**src/rtl/usb_tx_line_encoder.sv**
```systemverilog
// USB full-speed TX line encoder: paces bits with a clock-divided timer, NRZI-encodes
// each bit onto D+/D- and terminates the packet with SE0,SE0,J before returning to idle J.
module usb_tx_line_encoder #(
  parameter int unsigned CLKS_PER_BIT = 8
) (
  input  logic clk,
  input  logic n_rst,
  input  logic tx_start,
  input  logic tx_bit,
  input  logic stuff_flag,
  input  logic tx_eop,
  output logic shift,
  output logic dplus,
  output logic dminus,
  output logic tx_active,
  output logic eop_done
);

  localparam int unsigned TW = (CLKS_PER_BIT > 1) ? $clog2(CLKS_PER_BIT) : 1;
  localparam logic [TW-1:0] LAST_TICK = TW'(CLKS_PER_BIT - 1);

  typedef enum logic [1:0] {
    ST_IDLE    = 2'd0,
    ST_ACTIVE  = 2'd1,
    ST_EOP_SE0 = 2'd2,
    ST_EOP_J   = 2'd3
  } state_e;

  // Line encoding is {dplus, dminus}.
  typedef enum logic [1:0] {
    LINE_SE0 = 2'b00,
    LINE_K   = 2'b01,
    LINE_J   = 2'b10
  } line_e;

  state_e        state_q, state_d;
  logic [TW-1:0] timer_q, timer_d;
  logic          sub_q, sub_d;
  line_e         line_q, line_d;
  logic          eop_done_q, eop_done_d;
  logic          at_boundary;

  assign at_boundary = (timer_q == LAST_TICK);

  // NOTE: sequential state uses non-blocking assignments so every register samples
  // the pre-edge value of its neighbours, independent of statement order.
  always_ff @(posedge clk or negedge n_rst) begin
    if (!n_rst) begin
      state_q    <= ST_IDLE;
      timer_q    <= '0;
      sub_q      <= 1'b0;
      line_q     <= LINE_J;
      eop_done_q <= 1'b0;
    end else begin
      state_q    <= state_d;
      timer_q    <= timer_d;
      sub_q      <= sub_d;
      line_q     <= line_d;
      eop_done_q <= eop_done_d;
    end
  end

  // NOTE: every combinational output gets a default first, so no path through the
  // case statement can leave a value unassigned and infer a latch.
  always_comb begin
    state_d    = state_q;
    timer_d    = at_boundary ? '0 : timer_q + TW'(1);
    sub_d      = sub_q;
    line_d     = line_q;
    eop_done_d = 1'b0;

    unique case (state_q)
      ST_IDLE: begin
        timer_d = '0;
        sub_d   = 1'b0;
        line_d  = LINE_J;
        if (tx_start) state_d = ST_ACTIVE;
      end
      ST_ACTIVE: begin
        if (at_boundary) begin
          if (tx_eop) begin
            state_d = ST_EOP_SE0;
            sub_d   = 1'b0;
            line_d  = LINE_SE0;
          end else if (stuff_flag || !tx_bit) begin
            // NRZI: a zero (including a stuffed zero) toggles J<->K.
            line_d = (line_q == LINE_J) ? LINE_K : LINE_J;
          end
        end
      end
      ST_EOP_SE0: begin
        if (at_boundary) begin
          if (sub_q) begin
            state_d = ST_EOP_J;
            line_d  = LINE_J;
          end else begin
            sub_d = 1'b1;
          end
        end
      end
      ST_EOP_J: begin
        if (at_boundary) begin
          state_d    = ST_IDLE;
          eop_done_d = 1'b1;
        end
      end
      default: begin
        state_d = ST_IDLE;
        line_d  = LINE_J;
      end
    endcase
  end

  // Shift is combinational so the upstream stages advance in the boundary cycle itself.
  always_comb begin
    tx_active = (state_q != ST_IDLE);
    shift     = 1'b0;
    if (state_q == ST_ACTIVE && at_boundary && !tx_eop) shift = 1'b1;
  end

  assign dplus    = line_q[1];
  assign dminus   = line_q[0];
  assign eop_done = eop_done_q;

endmodule
```
**config.mk**
```make
export PLATFORM = sky130hd
export DESIGN_NAME = usb_tx_line_encoder
export DESIGN_NICKNAME = d
export VERILOG_FILES = /design/src/rtl/usb_tx_line_encoder.sv
export SDC_FILE = /design/constraint.sdc
export NUM_CORES = 1
export LEC_CHECK = 0
export BUFFER_PORTS_ARGS = -buffer_cell sky130_fd_sc_hd__buf_4
export CORE_MARGIN = 1.5
export CORE_UTILIZATION = 40
export CTS_BUF_LIST = sky130_fd_sc_hd__clkbuf_2
export CTS_CLUSTER_DIAMETER = 40
export DETAILED_ROUTE_END_ITERATION = 8
export PLACE_DENSITY = 0.73
export SLEW_MARGIN = 20
export SYNTH_ARGS = -nofsm -noshare
export SYNTH_HDL_FRONTEND = slang
export SYNTH_SLANG_ARGS = --single-unit
```
**constraint.sdc**
```tcl
create_clock -name clk -period 1.5 [get_ports clk]
set_input_delay 0.075 -clock clk [delete_from_list [all_inputs] [get_ports clk]]
set_output_delay 0.075 -clock clk [all_outputs]
set_load 0.02 [all_outputs]
```
==> results of run 1 <==
[state kept, by name, indices dropped and copies added, names as in the netlist]
signal / cells
line_q: 2
eop_done: 1
timer_q: 3
sub_q: 1
state_q: 2
[per-layer routing]
layer,vias up,wire length [µm]
li1,213,-
met1,203,460
met2,13,574
met3,0,65
met4,0,0
met5,-,0
[cell type report]
cell class | instances | area (µm²) | area share (%)
well taps | 15 | 18.8 | 2.26
inverters | 5 | 21.3 | 2.56
multi-input cells | 33 | 362 | 43.5
flip-flops and latches | 9 | 228 | 27.4
clock buffers | 4 | 20.0 | 2.41
repair buffers | 23 | 183 | 22.0
[stage by stage]
| step | cells | instance area [µm²] | setup slack (ns) |
|---|---|---|---|
| after global placement | 78 | 688 | -0.0502 |
| after detailed placement | 78 | 688 | -0.0785 |
| after global routing | 89 | 832 | -0.0907 |
| after floorplan | 47 | 549 | 0.00943 |
| final | 89 | 832 | -0.0413 |
| after CTS | 87 | 798 | -0.0698 |
[layout by cell type, fill, tap and decap left out, types with 2 or more instances in the layout]
master	instances
nand3b_1	3
nor2_1	3
dfrtp_1	7
inv_2	3
clkbuf_2	4
nor2b_1	2
nand2b_1	2
nor2_4	2
buf_6	2
buf_4	20
ha_4	4
[timing repair]
item                                   in CTS  in global routing
resized for setup                          13                  3
buffers inserted                            4                  2
pin swaps                                   5                  2
hold buffers                                1                  0
gates cloned                                0                  0
setup endpoints to repair                   5                  6
endpoints found under the hold margin       9                  0
[power breakdown]
part | switching (mW) | internal [mW]
clock | 0.0855 | 0.0708
combinational | 0.549 | 0.692
sequential | 0.0908 | 0.356
[logic make-up (layout without fill, tap and decap cells)]
logic type	after synthesis	count (layout)	share of synthesized area (%)
AND/OR/NAND/NOR	16	16	17.6
flip-flops	9	9	42.0
AO/OA/AOI/OAI	8	8	16.2
adder cells (fa/ha/maj)	6	6	13.9
buffers and inverters	5	32	3.48
multiplexers	3	3	6.73
[worst max-delay path by stage]
stage	end	slack [ns]	cells after the start
after detailed placement	state_q[1]	-0.08	6
after global placement	state_q[1]	-0.05	6
final	state_q[1]	-0.04	6
after floorplan	state_q[1]	0.009	6
after CTS	state_q[1]	-0.07	6
after global routing	line_q[1]	-0.09	7
[worst max-delay path: stages (launching register included)]
cell      delay [ns]
dfrtp_1         0.41
inv_2           0.08
ha_4            0.18
inv_1           0.07
o22ai_2         0.10
a211oi_4        0.27
mux2_4          0.32
==> out/results.ini, run 1 <==
[status]
status=complete, but fails checks
violations=setup timing

[final_layout]
drive_gt1_share_pct=62.2
fin_util_pct=64.8
syn2layout_area_growth_pct=54.3
fillers=107
antenna_cells=0
fin_nets=87

[grt]
overflow=0
busiest_layer=met2
globalRouteMet3Util_pct=8.52
grt_pass1_vias=409
antenna_found_initial=0
grt_usage_pct=17.9
grt_max_degree=10
grt_util_met1_pct=18.2
grt_pass1_wl_um=1760
use_met2_pct=30.7

[synth]
synthMostInstantiatedCell=dfrtp_1
synth_flop_cell=dfrtp_1
ys_seq_area_share_pct=42.0
syn_nets=59
ys_async_sr_fraction_pct=100
synth-seq-cells=9
synth_top_area_share_pct=37.1
synthCells=47
synth_warnings=0
yosysTopAreaCell=dfrtp_1
synth_area_um2=539
synth_edf_count=0
synth_cell_types=24
synthTopCellsByCount=dfrtp_1, ha_1, inv_1, nor2_1
synth_area_leaders=dfrtp_1, ha_1, dfstp_2
synth.avg_cell_area_um2=11.5

[hold_path]
hold_depth=3
worstHoldStart=tx_eop
hold_path_class=in2reg
holdPathEnd=line_q[1]

[critical_path]
worst-r2r-cell-count=6
startpoint=state_q[0]
r2r_end=state_q[1]
rrSetupSlack_ns=-0.04
cp.arrival_ns=1.68
critical_path_peak_fanout=5
worst-endpoint-required_ns=1.64
critical_path_class=reg2reg
r2r_start=state_q[0]
critPathCaptureType=flop
worstSetupStartpointType=flop

[detailed_routing]
drt_iter0_markers=4
vias=429
routed_wirelength_um=1100
firstDrtPassIters=3
drcViolationCount=0
routedWlPerCell_um=12.4
drt.antenna.violating_nets=0
viasPerCell=4.82

[floorplanning]
die_h_um=39.7
num_rows=13
dieArea_mm2=0.00158
io_pins=11
start_util_pct=42.0
fp.coreArea_mm2=0.00128
die_w_um=39.7

[timing]
fmax_mhz=649
layout_setup_ws_ns=-0.0413
slew_headroom_pct=84.1
whs_ns=0.0782
fin_tns_setup_ns=-0.0875
timing.final.hold_violations=0
tightest_slew_ns=0.237
slew_violations=0
finalSetupViolCount=3
rsz0062_at_grt=true
skew_ns=0.00182
fin_crit_ns=1.54
fin_crit_sh_pct=103

[clock_network]
cts_buffer_depth=2
clkTransAtPathRegs_ns=0.09
clock_sinks=9
numCtsBuffers=3
tritoncts=done
clk-insertion-delay-late_ns=0.24
h-tree-depth=1
cts_root_buf=clkbuf_2

[power_and_ir_drop]
power_mw=1.84
power_density_mw_per_mm2=2220
vdd_drop_max_mv=1.14
leakagePower_nw=0.377

[place]
dpl.hpwl_um=750
port_buffers=10
gp_congestion=0.767

[job]
maxCapViolations=0

No activity file was read; power rests on OpenSTA's default activity.
==> run 2: changes to the inputs <==
- BUFFER_PORTS_ARGS: -buffer_cell sky130_fd_sc_hd__buf_4 -> -buffer_cell sky130_fd_sc_hd__buf_2
==> run 2 against run 1 <==
Compared with the run above: the flow still finishes with violations (setup timing); largest cell class unchanged; cell count rose by 1.1%; sequential cell count did not move; largest power group unchanged; core utilization rose by 0.58 points; clock-buffer cell count did not move; routed wire length rose by 2.1%; global-route usage fell by 0.26 points; sequential share of layout area fell by 0.24 points; combinational power rose by 6%; critical endpoint unchanged; sequential power barely moved; critical path depth did not move; non-clock buffer count rose by 1; worst hold slack improved by 0.0098 ns.
==> out/results.ini, run 2 (synthesis gave the netlist of run 1 again) <==
[clock_network]
numCtsBuffers=3  ; unchanged
h-tree-depth=1  ; unchanged
clk-insertion-delay-late_ns=0.24  ; about the same
cts_root_buf=clkbuf_2
clkTransAtPathRegs_ns=0.09  ; about the same
tritoncts=done
clock_sinks=9  ; unchanged
cts_buffer_depth=2  ; unchanged

[grt]
grt_max_degree=10  ; unchanged
grt_usage_pct=17.7  ; -0.26 points
overflow=0  ; unchanged
grt_pass1_vias=404  ; -1.2%
grt_pass1_wl_um=1700  ; -3.1%
antenna_found_initial=0  ; unchanged

[power_and_ir_drop]
power_frac_seq_pct=23.4  ; -0.8 points
leakagePower_nw=0.376  ; -0.18%
p_sw_uw=766  ; +5.5%
power_density_mw_per_mm2=2270  ; +2.4%
vdd_drop_max_mv=1.27  ; +11%
swShare_pct=40.2  ; +0.83 points
power_mw=1.91  ; +3.3%
intPower_mw=1.14  ; +1.9%
comb_power_share_pct=68.5  ; +1.2 points
clkPwrFrac_pct=8.1  ; -0.4 points

[timing]
finalSetupViolCount=3  ; unchanged
fin_crit_ns=1.54  ; -0.000171 ns
rsz0062_at_grt=true
slew_violations=0  ; unchanged
fmax_mhz=649  ; about the same
slew_headroom_pct=86.0  ; +1.8 points
timing.final.hold_violations=0  ; unchanged
fin_tns_setup_ns=-0.0582  ; +0.0293 ns
whs_ns=0.0880  ; +0.00978 ns
skew_ns=0.00159  ; -0.000227 ns
tightest_slew_ns=0.210  ; -0.0272 ns
fin_crit_sh_pct=103  ; about the same
layout_setup_ws_ns=-0.0412  ; +0.000170 ns

[final_layout]
final_common_cell=buf_4
fillers=108  ; +0.93%
antenna_cells=0  ; unchanged
reg_top3=timer_q: 3 flops, line_q: 2 flops, state_q: 2 flops
fin_nets=88  ; +1.1%
register_area_um2=228  ; unchanged
multiInputGateArea_um2=384  ; +6.2%
syn2layout_area_growth_pct=55.7
largest_register_ffs=3  ; unchanged
drive_gt1_share_pct=65.3  ; +3.2 points
finalInstanceArea_um2=840  ; +0.90%
largest_register=timer_q
most-common-layout-cells=buf_4, buf_2, dfrtp_1

[status]
status=complete, but fails checks
violations=setup timing

[critical_path]
critPathCaptureType=flop
critical_path_class=reg2reg
cp.arrival_ns=1.68  ; about the same
r2r_start=state_q[1]
worstSetupStartpointType=flop
startpoint=state_q[1]
critical_path_peak_fanout=4  ; -1
worst-endpoint-required_ns=1.64  ; about the same

[detailed_routing]
routedWlPerCell_um=12.5  ; +0.96%
drt.antenna.violating_nets=0  ; unchanged
routed_wirelength_um=1120  ; +2.1%
firstDrtPassIters=4  ; +1
drt_iter0_markers=5  ; +1
vias=423  ; -1.4%
viasPerCell=4.70  ; -2.5%
drcViolationCount=0  ; unchanged

[floorplanning]
fp.coreArea_mm2=0.00128  ; unchanged
die_w_um=39.7  ; unchanged
die_h_um=39.7  ; unchanged
io_pins=11  ; unchanged
dieArea_mm2=0.00158  ; unchanged
num_rows=13  ; unchanged
start_util_pct=42.0  ; unchanged

[place]
gp_congestion=0.812  ; +5.9%
port_buffers=10  ; unchanged
place_area_um2=663  ; -3.6%
dpl.hpwl_um=777  ; +3.6%

[hold_path]
worstHoldStart=tx_eop
hold_path_class=in2reg

[job]
maxCapViolations=0  ; unchanged

-- run 2: cell type report --
| type | count | share of cell area, % |
|---|---|---|
| Inverter | 5 | 2.53 |
| Clock buffer | 4 | 2.38 |
| Timing Repair Buffer | 24 | 20.0 |
| Multi-Input combinational cell | 33 | 45.8 |
| Tap cell | 15 | 2.24 |
| Sequential cell | 9 | 27.1 |
-- run 2: what timing repair did --
action	4_1_cts	5_1_grt
gates resized for setup	12	10
hold buffers	1	0
setup endpoints to repair	5	6
pin swaps	5	3
setup buffers	5	2
endpoints found under the hold margin	9	0
-- run 2: final timing paths --
check	to	slack, ns	cells past startpoint
max in group asynchronous	line_q[1]	1.06	2
setup reg to reg	state_q[1]	-0.04	6
min in group asynchronous	timer_q[1]	0.20	2
setup / recovery	state_q[1]	-0.04	6
hold reg to reg	timer_q[0]	0.45	1
hold / removal	line_q[1]	0.09	3
-- run 2: through the flow --
stage                     setup WS (ns)  util [%]  instances
after global placement          -0.0575      51.6         78
after CTS                       -0.0782      61.1         88
after detailed placement        -0.0578      51.6         78
after floorplan                 0.00943         -         47
final                           -0.0412      65.3         90
after global routing            -0.0952      65.3         90
-- run 2: worst max-delay path, cell delays in order, from the launching register on --
cell      delay, ns
dfrtp_1        0.43
buf_6          0.14
ha_4           0.17
nor2_4         0.10
o21ai_4        0.08
a211oi_4       0.19
mux2_4         0.32
-- run 2: power by group through the flow --
| stage | clock network [mW] | logic (mW) | registers (mW) |
|---|---|---|---|
| after floorplan | 0 | 0.658 | 0.439 |
| after global placement | 0 | 0.907 | 0.425 |
| after detailed placement | 0 | 0.929 | 0.431 |
| after CTS | 0.161 | 1.19 | 0.442 |
| after global routing | 0.179 | 1.41 | 0.460 |
| final | 0.154 | 1.31 | 0.446 |
-- run 2: routing by layer --
layer  vias to the layer above  global-route usage (%)  share of wire, %
met1                       197                    17.1                39
li1                        215                       -                 -
met2                        11                    33.6                56
met4                         0                    2.59                 0
met5                         -                       0                 0
met3                         0                    8.52               5.0
==> run 3: changes to the inputs <==
- CORE_AREA: unset -> 2 2 39 41
- CORE_MARGIN: 1.5 -> unset
- CORE_UTILIZATION: 40 -> unset
- DIE_AREA: unset -> 0 0 41 43
==> run 3 against run 2 <==
Compared with the run above: combinational power hardly changed; critical path depth stayed put; critical path type unchanged; non-clock buffer count stayed put; core utilization down 3.9 points; the run still ends with setup timing left.
==> out/results.ini, run 3 (synthesis gave the netlist of run 1 again) <==
[timing]
finalSetupViolCount=2  ; -1
tightest_slew_ns=0.240  ; +0.0298 ns
slew_violations=0  ; unchanged
rsz0062_at_grt=true
fin_crit_sh_pct=101  ; -1.4 points
fmax_mhz=658  ; +1.3%
slew_headroom_pct=83.9  ; -2.1 points
skew_ns=0.00166  ; +0.0000687 ns
timing.final.hold_violations=0  ; unchanged
whs_ns=0.148  ; +0.0599 ns
fin_crit_ns=1.52  ; -0.0203 ns
layout_setup_ws_ns=-0.0209  ; +0.0203 ns
fin_tns_setup_ns=-0.0244  ; +0.0338 ns

[power_and_ir_drop]
leakagePower_nw=0.384  ; +2.0%
vdd_drop_max_mv=1.03  ; -19%
power_density_mw_per_mm2=2240  ; -1.5%

[detailed_routing]
vias=453  ; +7.1%
routedWlPerCell_um=14.3  ; +14%
viasPerCell=4.98  ; +5.9%
routed_wirelength_um=1300  ; +16%
drcViolationCount=0  ; unchanged
drt_iter0_markers=4  ; -1
firstDrtPassIters=2  ; -2
drt.antenna.violating_nets=0  ; unchanged

[final_layout]
syn2layout_area_growth_pct=57.8
multiInputGateArea_um2=388  ; +0.98%
most-common-layout-cells=buf_4, buf_2, dfrtp_1, ha_4, clkbuf_2
largest_register=timer_q
register_area_um2=228  ; unchanged
fin_nets=88  ; unchanged
largest_register_ffs=3  ; unchanged
final_common_cell=buf_4
fillers=118  ; +9.3%
antenna_cells=0  ; unchanged
reg_top3=timer_q: 3 flops, line_q: 2 flops, state_q: 2 flops
drive_gt1_share_pct=66.7  ; +1.3 points

[floorplanning]
io_pins=11  ; unchanged
fp.coreArea_mm2=0.00138  ; +7.7%
num_rows=14  ; +1
die_h_um=43  ; +8.3%
start_util_pct=39.0  ; -3.0 points
die_w_um=41  ; +3.2%
dieArea_mm2=0.00176  ; +12%

[status]
status=complete, but fails checks
violations=setup timing

[clock_network]
h-tree-depth=1  ; unchanged
clk-insertion-delay-late_ns=0.24  ; about the same
numCtsBuffers=3  ; unchanged
clkTransAtPathRegs_ns=0.09  ; about the same
tritoncts=done
cts_root_buf=clkbuf_2
cts_buffer_depth=2  ; unchanged
clock_sinks=9  ; unchanged

[critical_path]
critPathBufInv=1  ; unchanged
worstSetupStartpointType=flop
slowest_stage=dfrtp_1
cp.arrival_ns=1.65  ; -0.03 ns
critPathCaptureType=flop
worst-endpoint-required_ns=1.63  ; about the same
crit_chain=buf_6 > ha_4 > nor2_4 > o21ai_4 > a211oi_4 > mux2_4
slowest_delay_ns=0.42  ; about the same
cpLargestDelayFamily=flip-flops
critical_path_class=reg2reg
critical_path_peak_fanout=4  ; unchanged

[place]
dpl.hpwl_um=939  ; +21%
port_buffers=10  ; unchanged
gp_congestion=0.800  ; -1.5%

[hold_path]
hold_path_class=in2reg

[grt]
grt_pass1_wl_um=2070  ; +21%
grt_max_degree=10  ; unchanged
antenna_found_initial=0  ; unchanged
grt_usage_pct=18.7  ; +1.0 points
overflow=0  ; unchanged
grt_pass1_vias=486  ; +20%

[job]
maxCapViolations=0  ; unchanged

-- run 3: worst min-delay path: stages --
cell and delay, ns:
buf_2 0.09, nand2b_1 0.12, a31oi_2 0.10
-- run 3: stage by stage --
step	utilization, %	power, mW	instances	area (µm²)	worst slack [ns]
after detailed placement	49.1	1.41	81	679	-0.0621
after floorplan	-	1.10	47	549	0.00943
after global placement	49.1	1.36	81	679	-0.0400
final	61.5	1.90	91	851	-0.0209
after CTS	56.3	1.73	89	779	-0.0444
after global routing	61.5	2.06	91	851	-0.0941
-- run 3: final timing paths --
path | start | to | slack, ns | cells after the start
max in group asynchronous | n_rst | line_q[1] | 1.05 | 2
min in group asynchronous | n_rst | eop_done | 0.21 | 2
max | state_q[0] | state_q[1] | -0.02 | 6
min | tx_eop | line_q[1] | 0.15 | 3
max reg2reg | state_q[0] | state_q[1] | -0.02 | 6
min reg2reg | line_q[0] | line_q[0] | 0.55 | 1
-- run 3: routing by layer --
| layer | share of wire [%] | up-vias | GRT usage (%) |
|---|---|---|---|
| li1 | - | 214 | - |
| met1 | 34 | 225 | 17.8 |
| met2 | 61 | 12 | 30.6 |
| met3 | 4.0 | 2 | 9.42 |
| met4 | 1.5 | 0 | 10.0 |
| met5 | 0 | - | 0 |
-- run 3: final cells by class --
class,count,share of cell area (%)
Clock buffer,4,2.35
Inverter,5,2.79
Multi-Input combinational cell,33,45.6
Sequential cell,9,26.8
Tap cell,16,2.35
Timing Repair Buffer,24,20.1
-- run 3: power by group --
part           total, mW  switching, mW  internal (mW)
combinational       1.29          0.590          0.703
clock              0.153         0.0822         0.0709
sequential         0.457          0.101          0.356
-- run 3: repair_timing --
| action | 4_1_cts | 5_1_grt |
|---|---|---|
| endpoints found under the setup margin | 5 | 6 |
| hold buffers | 1 | 0 |
| endpoints found under the hold margin | 9 | 0 |
| pin swaps | 3 | 3 |
| resized for setup | 11 | 14 |
| setup buffers | 3 | 2 |
